--- config.mk ---
export PLATFORM = sky130hd
export DESIGN_NAME = seven_seg_scan_ctrl_flat
export DESIGN_NICKNAME = d
export VERILOG_FILES = /design/src/rtl/seven_seg_scan_ctrl_if.sv /design/src/rtl/seven_seg_scan_ctrl.sv /design/src/flat_wrapper.sv
export SDC_FILE = /design/constraint.sdc
export NUM_CORES = 1
export LEC_CHECK = 0
export ABC_AREA = 1
export BUFFER_PORTS_ARGS = -buffer_cell sky130_fd_sc_hd__buf_2
export CAP_MARGIN = 20
export CORE_UTILIZATION = 60
export DETAILED_ROUTE_END_ITERATION = 8
export PLACE_DENSITY = 0.93
export REMOVE_ABC_BUFFERS = 1
export SKIP_LAST_GASP = 1
export SLEW_MARGIN = 20
export SYNTH_ARGS = -nofsm -noshare
export SYNTH_HDL_FRONTEND = slang
export SYNTH_SLANG_ARGS = --single-unit
--- constraint.sdc ---
create_clock -name clk -period 3.05 [get_ports clk]
set_clock_uncertainty 0.15 [all_clocks]
set_input_delay 0.1525 -clock clk [delete_from_list [all_inputs] [get_ports clk]]
set_output_delay 0.1525 -clock clk [all_outputs]
set_load 0.05 [all_outputs]
--- src/rtl/seven_seg_scan_ctrl_if.sv ---
// rtl/seven_seg_scan_ctrl_if.sv - update handshake bundle for the seven-segment scan controller
interface seven_seg_scan_ctrl_if #(
    parameter int NUM_DIGITS = 4
);
    logic                      upd_val;
    logic                      upd_rdy;
    logic [4*NUM_DIGITS-1:0]   upd_data;
    logic [NUM_DIGITS-1:0]     upd_blank;

    modport master (output upd_val, output upd_data, output upd_blank, input upd_rdy);
    modport slave  (input upd_val, input upd_data, input upd_blank, output upd_rdy);
endinterface

--- src/rtl/seven_seg_scan_ctrl.sv ---
// rtl/seven_seg_scan_ctrl.sv - time-multiplexed seven-segment scan with blanking and frame-aligned updates
module seven_seg_scan_ctrl #(
    parameter int NUM_DIGITS = 4,
    parameter int DWELL      = 8,
    parameter int BLANK_CYC  = 2
) (
    input  logic                      clk,
    input  logic                      rst,
    input  logic                      en,
    seven_seg_scan_ctrl_if.slave      upd,
    output logic [3:0]                dec_in,
    output logic [NUM_DIGITS-1:0]     digit_en,
    output logic                      frame_done
);
    localparam int MAXC = (DWELL > BLANK_CYC) ? DWELL : BLANK_CYC;
    localparam int CW   = (MAXC > 1) ? $clog2(MAXC) : 1;
    localparam int IW   = $clog2(NUM_DIGITS);
    localparam logic [CW-1:0] DWELL_LAST = CW'(DWELL - 1);
    localparam logic [CW-1:0] BLANK_LAST = CW'(BLANK_CYC - 1);
    localparam logic [IW-1:0] IDX_LAST   = IW'(NUM_DIGITS - 1);

    typedef enum logic [1:0] {IDLE, BLANK, SHOW} state_t;

    state_t                    state, state_nxt;
    logic [IW-1:0]             idx, idx_nxt;
    logic [CW-1:0]             cnt, cnt_nxt;
    logic                      frame_edge;
    logic                      pending;
    logic [4*NUM_DIGITS-1:0]   buf_data, shadow_data;
    logic [NUM_DIGITS-1:0]     buf_blank, shadow_blank;

    assign upd.upd_rdy = ~pending;

    always_ff @(posedge clk) begin
        if (rst) begin
            state      <= IDLE;
            idx        <= '0;
            cnt        <= '0;
            frame_done <= 1'b0;
        end else begin
            state      <= state_nxt;
            idx        <= idx_nxt;
            cnt        <= cnt_nxt;
            frame_done <= frame_edge;
        end
    end

    always_comb begin
        state_nxt  = state;
        idx_nxt    = idx;
        cnt_nxt    = cnt;
        frame_edge = 1'b0;
        case (state)
            IDLE: begin
                idx_nxt = '0;
                cnt_nxt = '0;
                if (en) state_nxt = BLANK;
            end
            BLANK: begin
                if (!en) begin
                    state_nxt = IDLE;
                    idx_nxt   = '0;
                    cnt_nxt   = '0;
                end else if (cnt == BLANK_LAST) begin
                    state_nxt = SHOW;
                    cnt_nxt   = '0;
                end else begin
                    cnt_nxt = cnt + CW'(1);
                end
            end
            SHOW: begin
                if (!en) begin
                    state_nxt = IDLE;
                    idx_nxt   = '0;
                    cnt_nxt   = '0;
                end else if (cnt == DWELL_LAST) begin
                    state_nxt = BLANK;
                    cnt_nxt   = '0;
                    if (idx == IDX_LAST) begin
                        idx_nxt    = '0;
                        frame_edge = 1'b1;
                    end else begin
                        idx_nxt = idx + IW'(1);
                    end
                end else begin
                    cnt_nxt = cnt + CW'(1);
                end
            end
            default: begin
                state_nxt = IDLE;
                idx_nxt   = '0;
                cnt_nxt   = '0;
            end
        endcase
    end

    always_comb begin
        dec_in   = 4'h0;
        digit_en = '0;
        case (state)
            BLANK: dec_in = shadow_data[{idx, 2'b00} +: 4];
            SHOW: begin
                dec_in   = shadow_data[{idx, 2'b00} +: 4];
                digit_en = (NUM_DIGITS'(1) << idx) & ~shadow_blank;
            end
            default: ;
        endcase
    end

    // Shadow only changes at frame boundaries (or while idle) so a frame never mixes old and new digits.
    always_ff @(posedge clk) begin
        if (rst) begin
            pending      <= 1'b0;
            buf_data     <= '0;
            buf_blank    <= '0;
            shadow_data  <= '0;
            shadow_blank <= '1;
        end else if (upd.upd_val && !pending) begin
            buf_data  <= upd.upd_data;
            buf_blank <= upd.upd_blank;
            pending   <= 1'b1;
        end else if (pending && (state == IDLE || frame_edge)) begin
            shadow_data  <= buf_data;
            shadow_blank <= buf_blank;
            pending      <= 1'b0;
        end
    end
endmodule

--- src/flat_wrapper.sv ---
// flat-port wrapper written by rule: the top's interface ports become plain ports
module seven_seg_scan_ctrl_flat 
#(
    parameter int NUM_DIGITS = 4,
    parameter int DWELL      = 8,
    parameter int BLANK_CYC  = 2
)
  (clk, rst, en, dec_in, digit_en, frame_done, upd_upd_val, upd_upd_data, upd_upd_blank, upd_upd_rdy);
  seven_seg_scan_ctrl_if #(.NUM_DIGITS(NUM_DIGITS)) upd_i ();
  input  logic clk;
  input  logic rst;
  input  logic en;
  output logic [3:0] dec_in;
  output logic [NUM_DIGITS-1:0] digit_en;
  output logic frame_done;
  input wire logic [$bits(upd_i.upd_val)-1:0] upd_upd_val;
  input wire logic [$bits(upd_i.upd_data)-1:0] upd_upd_data;
  input wire logic [$bits(upd_i.upd_blank)-1:0] upd_upd_blank;
  output wire logic [$bits(upd_i.upd_rdy)-1:0] upd_upd_rdy;
  assign upd_i.upd_val = upd_upd_val;
  assign upd_i.upd_data = upd_upd_data;
  assign upd_i.upd_blank = upd_upd_blank;
  assign upd_upd_rdy = upd_i.upd_rdy;
  seven_seg_scan_ctrl #(.NUM_DIGITS(NUM_DIGITS), .DWELL(DWELL), .BLANK_CYC(BLANK_CYC)) u_core (.clk(clk), .rst(rst), .en(en), .upd(upd_i), .dec_in(dec_in), .digit_en(digit_en), .frame_done(frame_done));
endmodule
==> results of run 1 <==
worst max-delay path by stage:
stage / end / cells after the start
finish: digit_en[0] / 5
global route: digit_en[2] / 5
CTS: digit_en[0] / 5
detailed placement: u_core.shadow_blank[1]$_SDFFE_PP1P_ / 8
global placement: u_core.shadow_blank[2]$_SDFFE_PP1P_ / 8
floorplan: u_core.buf_blank[0]$_SDFFE_PP0P_ / 5
registers in the layout (all words and copies together), names as in the netlist:
register and count:
u_core.frame_done 1, u_core.shadow_data 16, u_core.pending 1, u_core.buf_blank 4
u_core.idx 2, u_core.cnt 3, u_core.state 2, u_core.shadow_blank 4
u_core.buf_data 16
synth_stat cells:
cell       n  share of area
o21ai_0   31          0.070
buf_1      2         0.0034
inv_1     33          0.056
clkinv_1   1         0.0017
clkbuf_1   9          0.015
nand4_1    1         0.0028
ha_1      11          0.062
buf_6      3          0.015
o21ai_2    1         0.0040
a21oi_1   38          0.086
buf_2      2         0.0045
nand3_1   28          0.064
nor3_1     4         0.0091
nand2_1   41          0.070
dfxtp_1   49           0.45
nand2_2    1         0.0028
nor2_1    51          0.087
final cells by class:
cell class / count / area [µm²]
multi-input cells: 207 / 1010
well taps: 46 / 57.6
repair buffers: 61 / 440
clock buffers: 7 / 55.1
flip-flops and latches: 49 / 981
fillers: 260 / 744
inverters: 34 / 128
tightest hold or removal path, delay by kind of cell, from the launching register on:
| kind | cells | cell delay (ns) |
|---|---|---|
| flip-flops | 1 | 0.32 |
| buffers and inverters | 1 | 0.06 |
| AO/OA/AOI/OAI | 1 | 0.06 |
through the flow:
step | worst slack (ns) | cell area (µm²) | total power [mW] | hold WS (ns) | instances
global route | 0.804 | 2670 | 2.05 | 0.338 | 404
CTS | 0.979 | 2660 | 1.89 | 0.317 | 403
finish | 0.958 | 2670 | 1.90 | 0.318 | 404
detailed placement | 1.22 | 2370 | 1.57 | 0.216 | 373
floorplan | 0.424 | 2120 | 1.37 | 0.0749 | 290
global placement | 1.28 | 2370 | 1.54 | 0.204 | 373
cell families (layout without fill, tap and decap cells):
kind of cell / after synthesis / in the layout / share of synthesized area
buf+inv: 50 / 102 / 0.0965
flops: 49 / 49 / 0.445
fa+ha+maj: 11 / 11 / 0.0625
simple gates: 126 / 126 / 0.235
compound gates: 70 / 70 / 0.161
routing by layer:
metal | global-route usage | routed length [µm] | part of all wire
met5 | 0 | 0 | 0
met4 | 0.0930 | 63 | 0.013
met3 | 0.0657 | 246 | 0.051
met2 | 0.484 | 2410 | 0.50
met1 | 0.292 | 2070 | 0.43
power by group through the flow:
stage                     clock network (mW)  registers [mW]  logic (mW)
after detailed placement                   0           0.847       0.722
after CTS                              0.305           0.834       0.750
after floorplan                            0           0.841       0.529
after global routing                   0.338           0.850       0.866
after global placement                     0           0.842       0.694
final                                  0.304           0.836       0.764
==> impl_metrics.csv, run 1 <==
group,metric,value,unit
critical_path,worst_r2r_endpoint,"u_core.shadow_data[1]$_SDFFE_PP0P_",
floorplan,pin_count,34,
power,combinationalPowerShare,0.401,
final_layout,finish.utilization,0.782,
yosys,yosysSeqAreaShare,0.445,
clock_network,cts_root_buf,"clkbuf_4",
sta,setup_viol,0,
routing,drt_pass1_iterations,4,
grt,track_usage,0.264,
sta,fin_crit_sh,0.686,
critical_path,crit_path_start,"u_core.idx[0]$_SDFFE_PP0P_",
final_layout,diodes,0,
sta,setup-tns-final,0,ns
critical_path,r2r_slack,1.14,ns
yosys,syn_area,0.00220,mm²
yosys,syn_inst,306,
final_layout,nNetsFinal,393,
clock_network,max-clock-path-buffers,2,
sta,worstMarginPinSlew,0.436,ns
placed_design,portBuffers,33,
floorplan,std_cell_rows,21,
yosys,ys_types,17,
grt,grt_pass1_vias,2006,
critical_path,cpMaxStageDelayCell,"dfxtp_1",
power,seqPwrFrac,0.439,
critical_path,cp_data_required_time,2.75,ns
job,max_cap_violations,0,
run_status,status,"finished clean",
min_path,hold_path_depth,2,
clock_network,cts_hold_buf,23,
clock_network,h-tree-depth,2,
power,p_int,1.12,mW
routing,vias_per_cell,5.27,
routing,wire_per_inst,11.9,µm
clock_network,clkSinkCount,49,
critical_path,ff2ff_path_depth,7,
final_layout,final_common_cell,"nor2_1",
floorplan,core-area,0.00342,mm²
sta,drv_slew,0,
sta,layout_min_cycle_time,2.09,ns
sta,rsz0062_at_grt,"false",
routing,drcViolationCount,0,
critical_path,path_buf_inv,2,
final_layout,synthToLayoutAreaGrowth,21.2,%
min_path,min-delay-start,"u_core.buf_data[15]$_SDFFE_PP0P_",
critical_path,crit_family,"flip-flops",
floorplan,die_y,62.6,µm
critical_path,cp-end-kind,"output pin",
power,power.net_switching,0.780,mW
clock_network,clk_latency,0.36,ns
sta,fmax,478,MHz
power,peakVddDrop,0.462,mV
critical_path,regToRegStartpoint,"u_core.idx[0]$_SDFFE_PP0P_",
clock_network,cts_resized,0,
critical_path,max_stage_delay,0.61,ns
sta,relSlewSlack,0.709,
floorplan,design.die.area,0.00392,mm²
yosys,syn_avg_cell_area,7.20,µm²
critical_path,crit_arrival,1.79,ns
placed_design,dp_hpwl,2.91,mm
routing,routed_wl,4.79,mm
critical_path,crit_chain,"inv_1 > ha_1 > nand2_1 > nor2_1 > buf_2",
power,swShare,0.410,
clock_network,tritoncts,"done",
routing,drt_iter0_drc,139,
power,clockPowerShare,0.160,
min_path,hold_class,"reg -> reg",
floorplan,die_x,62.6,µm
placed_design,place_congestion,0.885,
yosys,synth-seq-cells,49,
sta,hold_violations,0,
final_layout,layout_common_cells,"nor2_1, dfxtp_1, nand2_1, a21oi_1",
floorplan,initial_core_util,0.645,
yosys,yosys_warnings,0,
power,power.leakage,1.22,nW
clock_network,cts_post_setup_buffers_inserted,0,
power,p_per_area,713,mW/mm²
routing,vias,2130,
critical_path,critPathKind,"reg -> out",
routing,ant_nets,0,
grt,antenna_found_initial,0,
critical_path,critPathMaxFanout,13,
clock_network,path_clk_slew,0.13,ns
clock_network,cts_buffers,5,
final_layout,drive_gt1_frac,0.128,
grt,grt_start_max_net_pins,47,
min_path,holdPathEnd,"u_core.buf_data[15]$_SDFFE_PP0P_",
critical_path,crit_path_start_kind,"flop",
grt,grt_pass1_wl,8.24,mm
grt,globalRoute.totalOverflow,0,
Note: power is estimated with default switching activity, not from simulation.
==> inputs of run 2 (changes only) <==
--- a/config.mk
+++ b/config.mk
@@ -8,9 +8,9 @@
 export ABC_AREA = 1
 export BUFFER_PORTS_ARGS = -buffer_cell sky130_fd_sc_hd__buf_2
 export CAP_MARGIN = 20
-export CORE_UTILIZATION = 60
+export CORE_UTILIZATION = 50
 export DETAILED_ROUTE_END_ITERATION = 8
-export PLACE_DENSITY = 0.93
+export PLACE_DENSITY = 0.83
 export REMOVE_ABC_BUFFERS = 1
 export SKIP_LAST_GASP = 1
 export SLEW_MARGIN = 20
==> constraint.sdc (replaced) <==
create_clock -name clk -period 1.8 [get_ports clk]
set_clock_uncertainty 0.15 [all_clocks]
set_input_delay 0.09 -clock clk [delete_from_list [all_inputs] [get_ports clk]]
set_output_delay 0.09 -clock clk [all_outputs]
set_load 0.05 [all_outputs]
==> run 2 against run 1 <==
Against the previous run: critical path depth is the same; sequential power grew 69%; worst hold slack lost 0.011 ns; setup slack lost 0.91 ns; non-clock buffer count grew 7; power grew 88%; routed wire length shrank 6.8%; combinational power grew 92%; register-to-register slack lost 1.0 ns; via count shrank 3.2%; critical path type unchanged; critical endpoint is now dec_in[2]; largest cell class unchanged; largest power group is now combinational logic; highest routed layer unchanged.
==> impl_metrics.csv, run 2 (synthesis results as in run 1) <==
group,metric,value,unit
power,p_int,2.21,mW
floorplan,die_x,68.4,µm
routing,drt_iter0_drc,132,
final_layout,seqCellArea,987,µm²
routing,met3WireLength,121,µm
power,seqPwrFrac,0.395,
routing,wire_per_inst,10.7,µm
placed_design,place_congestion,0.843,
grt,antenna_found_initial,0,
clock_network,path_clk_slew,0.09,ns
floorplan,design.die.area,0.00468,mm²
placed_design,placed_cells,385,
power,combinationalPowerShare,0.411,
clock_network,clk_latency,0.30,ns
clock_network,cts_root_buf,"clkbuf_8",
floorplan,std_cell_rows,23,
placed_design,dp_hpwl,2.96,mm
routing,drt_pass1_iterations,5,
run_status,status,"finished clean",
routing,vias,2062,
sta,fmax,571,MHz
routing,routed_wl,4.47,mm
floorplan,pin_count,34,
power,p_per_area,1250,mW/mm²
power,swShare,0.382,
floorplan,core-area,0.00412,mm²
routing,ant_nets,0,
min_path,hold_class,"reg -> reg",
sta,setup-tns-final,0,ns
critical_path,cp-end-kind,"output pin",
routing,wl_met2,2.14,mm
final_layout,nNetsFinal,401,
power,power.net_switching,1.36,mW
sta,fin_crit_sh,0.972,
grt,grt_pass1_wl,7.60,mm
grt,track_usage,0.216,
grt,grt_pass1_vias,1857,
routing,dr.max_layer_used,"met4",
clock_network,cts_post_setup_buffers_inserted,0,
routing,drcViolationCount,0,
clock_network,h-tree-depth,2,
final_layout,layout_common_cells,"nor2_1, dfxtp_1, nand2_1, a21oi_1, inv_1",
grt,grt_start_max_net_pins,27,
critical_path,ff2ff_path_depth,8,
sta,hold_violations,0,
sta,layout_min_cycle_time,1.75,ns
final_layout,synthToLayoutAreaGrowth,29.6,%
clock_network,clkSinkCount,49,
final_layout,drive_gt1_frac,0.174,
sta,rsz0062_at_grt,"true",
final_layout,final_common_cell,"nor2_1",
routing,vias_per_cell,4.94,
grt,globalRoute.totalOverflow,0,
power,clockPowerShare,0.194,
final_layout,multi_input_area,0.00103,mm²
placed_design,portBuffers,33,
critical_path,critPathMaxFanout,4,
final_layout,top_regs,"u_core.buf_data (16), u_core.shadow_data (16)",
critical_path,crit_arrival,1.51,ns
floorplan,initial_core_util,0.535,
critical_path,cp_data_required_time,1.56,ns
clock_network,cts_buffers,5,
power,peakVddDrop,0.756,mV
power,power.total,3.57,mW
final_layout,diodes,0,
clock_network,tritoncts,"done",
power,power.leakage,1.29,nW
sta,setup_viol,0,
floorplan,die_y,68.4,µm
final_layout,fillCellCount,355,
sta,worstMarginPinSlew,0.360,ns
job,max_cap_violations,0,
final_layout,final_cells,417,
sta,whs,0.307,ns
sta,relSlewSlack,0.759,
min_path,hold_path_depth,2,
critical_path,crit_path_start_kind,"flop",
routing,met1_length,2.13,mm
clock_network,max-clock-path-buffers,2,
critical_path,critPathKind,"reg -> out",
sta,drv_slew,0,
[run 2: cell types whose count changed in the layout (fill, tap and decap cells not counted), moves of 3 or more]
cell,before,now
dfxtp_1,49,46
clkbuf_8,1,7
buf_4,4,12
clkinvlp_4,0,3
buf_6,0,5
clkbuf_4,5,0
buf_2,33,27
inv_1,33,30
[run 2: path summary, 6_finish.rpt]
path                                                       endpoint  slack (ns)                              from
worst min-delay path               u_core.buf_data[12]$_SDFFE_PP0P_        0.31  u_core.buf_data[12]$_SDFFE_PP0P_
worst max-delay path                                      dec_in[2]        0.05      u_core.state[1]$_SDFFE_PP0P_
worst min register to register     u_core.buf_data[12]$_SDFFE_PP0P_        0.31  u_core.buf_data[12]$_SDFFE_PP0P_
worst max register to register  u_core.shadow_data[13]$_SDFFE_PP0P_        0.14          u_core.cnt[0]$_SDFF_PP0_
[run 2: through the flow]
step | area (µm²) | util | worst slack [ns]
4_1_cts | 2810 | 0.683 | 0.00761
5_1_grt | 2860 | 0.694 | -0.00708
2_1_floorplan | 2120 | - | -0.826
3_5_place_dp | 2450 | 0.595 | 0.135
6_report | 2860 | 0.694 | 0.0498
3_3_place_gp | 2450 | 0.595 | 0.190
[run 2: power groups by stage]
stage / clock network, mW / logic (mW) / registers [mW]
floorplan: 0 / 0.896 / 1.43
global placement: 0 / 1.27 / 1.42
detailed placement: 0 / 1.30 / 1.42
CTS: 0.714 / 1.41 / 1.40
global route: 0.760 / 1.64 / 1.44
finish: 0.694 / 1.47 / 1.41
[run 2: metal layers]
metal,global-route usage,up-vias
met5,0,-
met4,0.0911,0
met3,0.0450,10
met2,0.371,36
met1,0.258,915
li1,-,1101
[run 2: timing repair]
action | CTS | global route
hold buffers | 23 | 0
endpoints found under the setup margin | 6 | 37
pin swaps | 0 | 1
endpoints found under the hold margin | 23 | 0
resized for setup | 7 | 19
gates cloned | 1 | 0
[run 2: critical path: stages, from the launching register on]
cell and delay (ns):
dfxtp_2 0.35, inv_1 0.10, ha_4 0.30, inv_1 0.07
a21oi_1 0.17, buf_4 0.23
[run 2: final cells by class]
type,count,area share
timing repair buffer,68,0.186
multi-input combinational,207,0.361
timing repair inverter,1,0.00263
sequential,49,0.346
tap,50,0.0219
clock inverter,1,0.00175
inverter,34,0.0473
clock buffer,7,0.0337
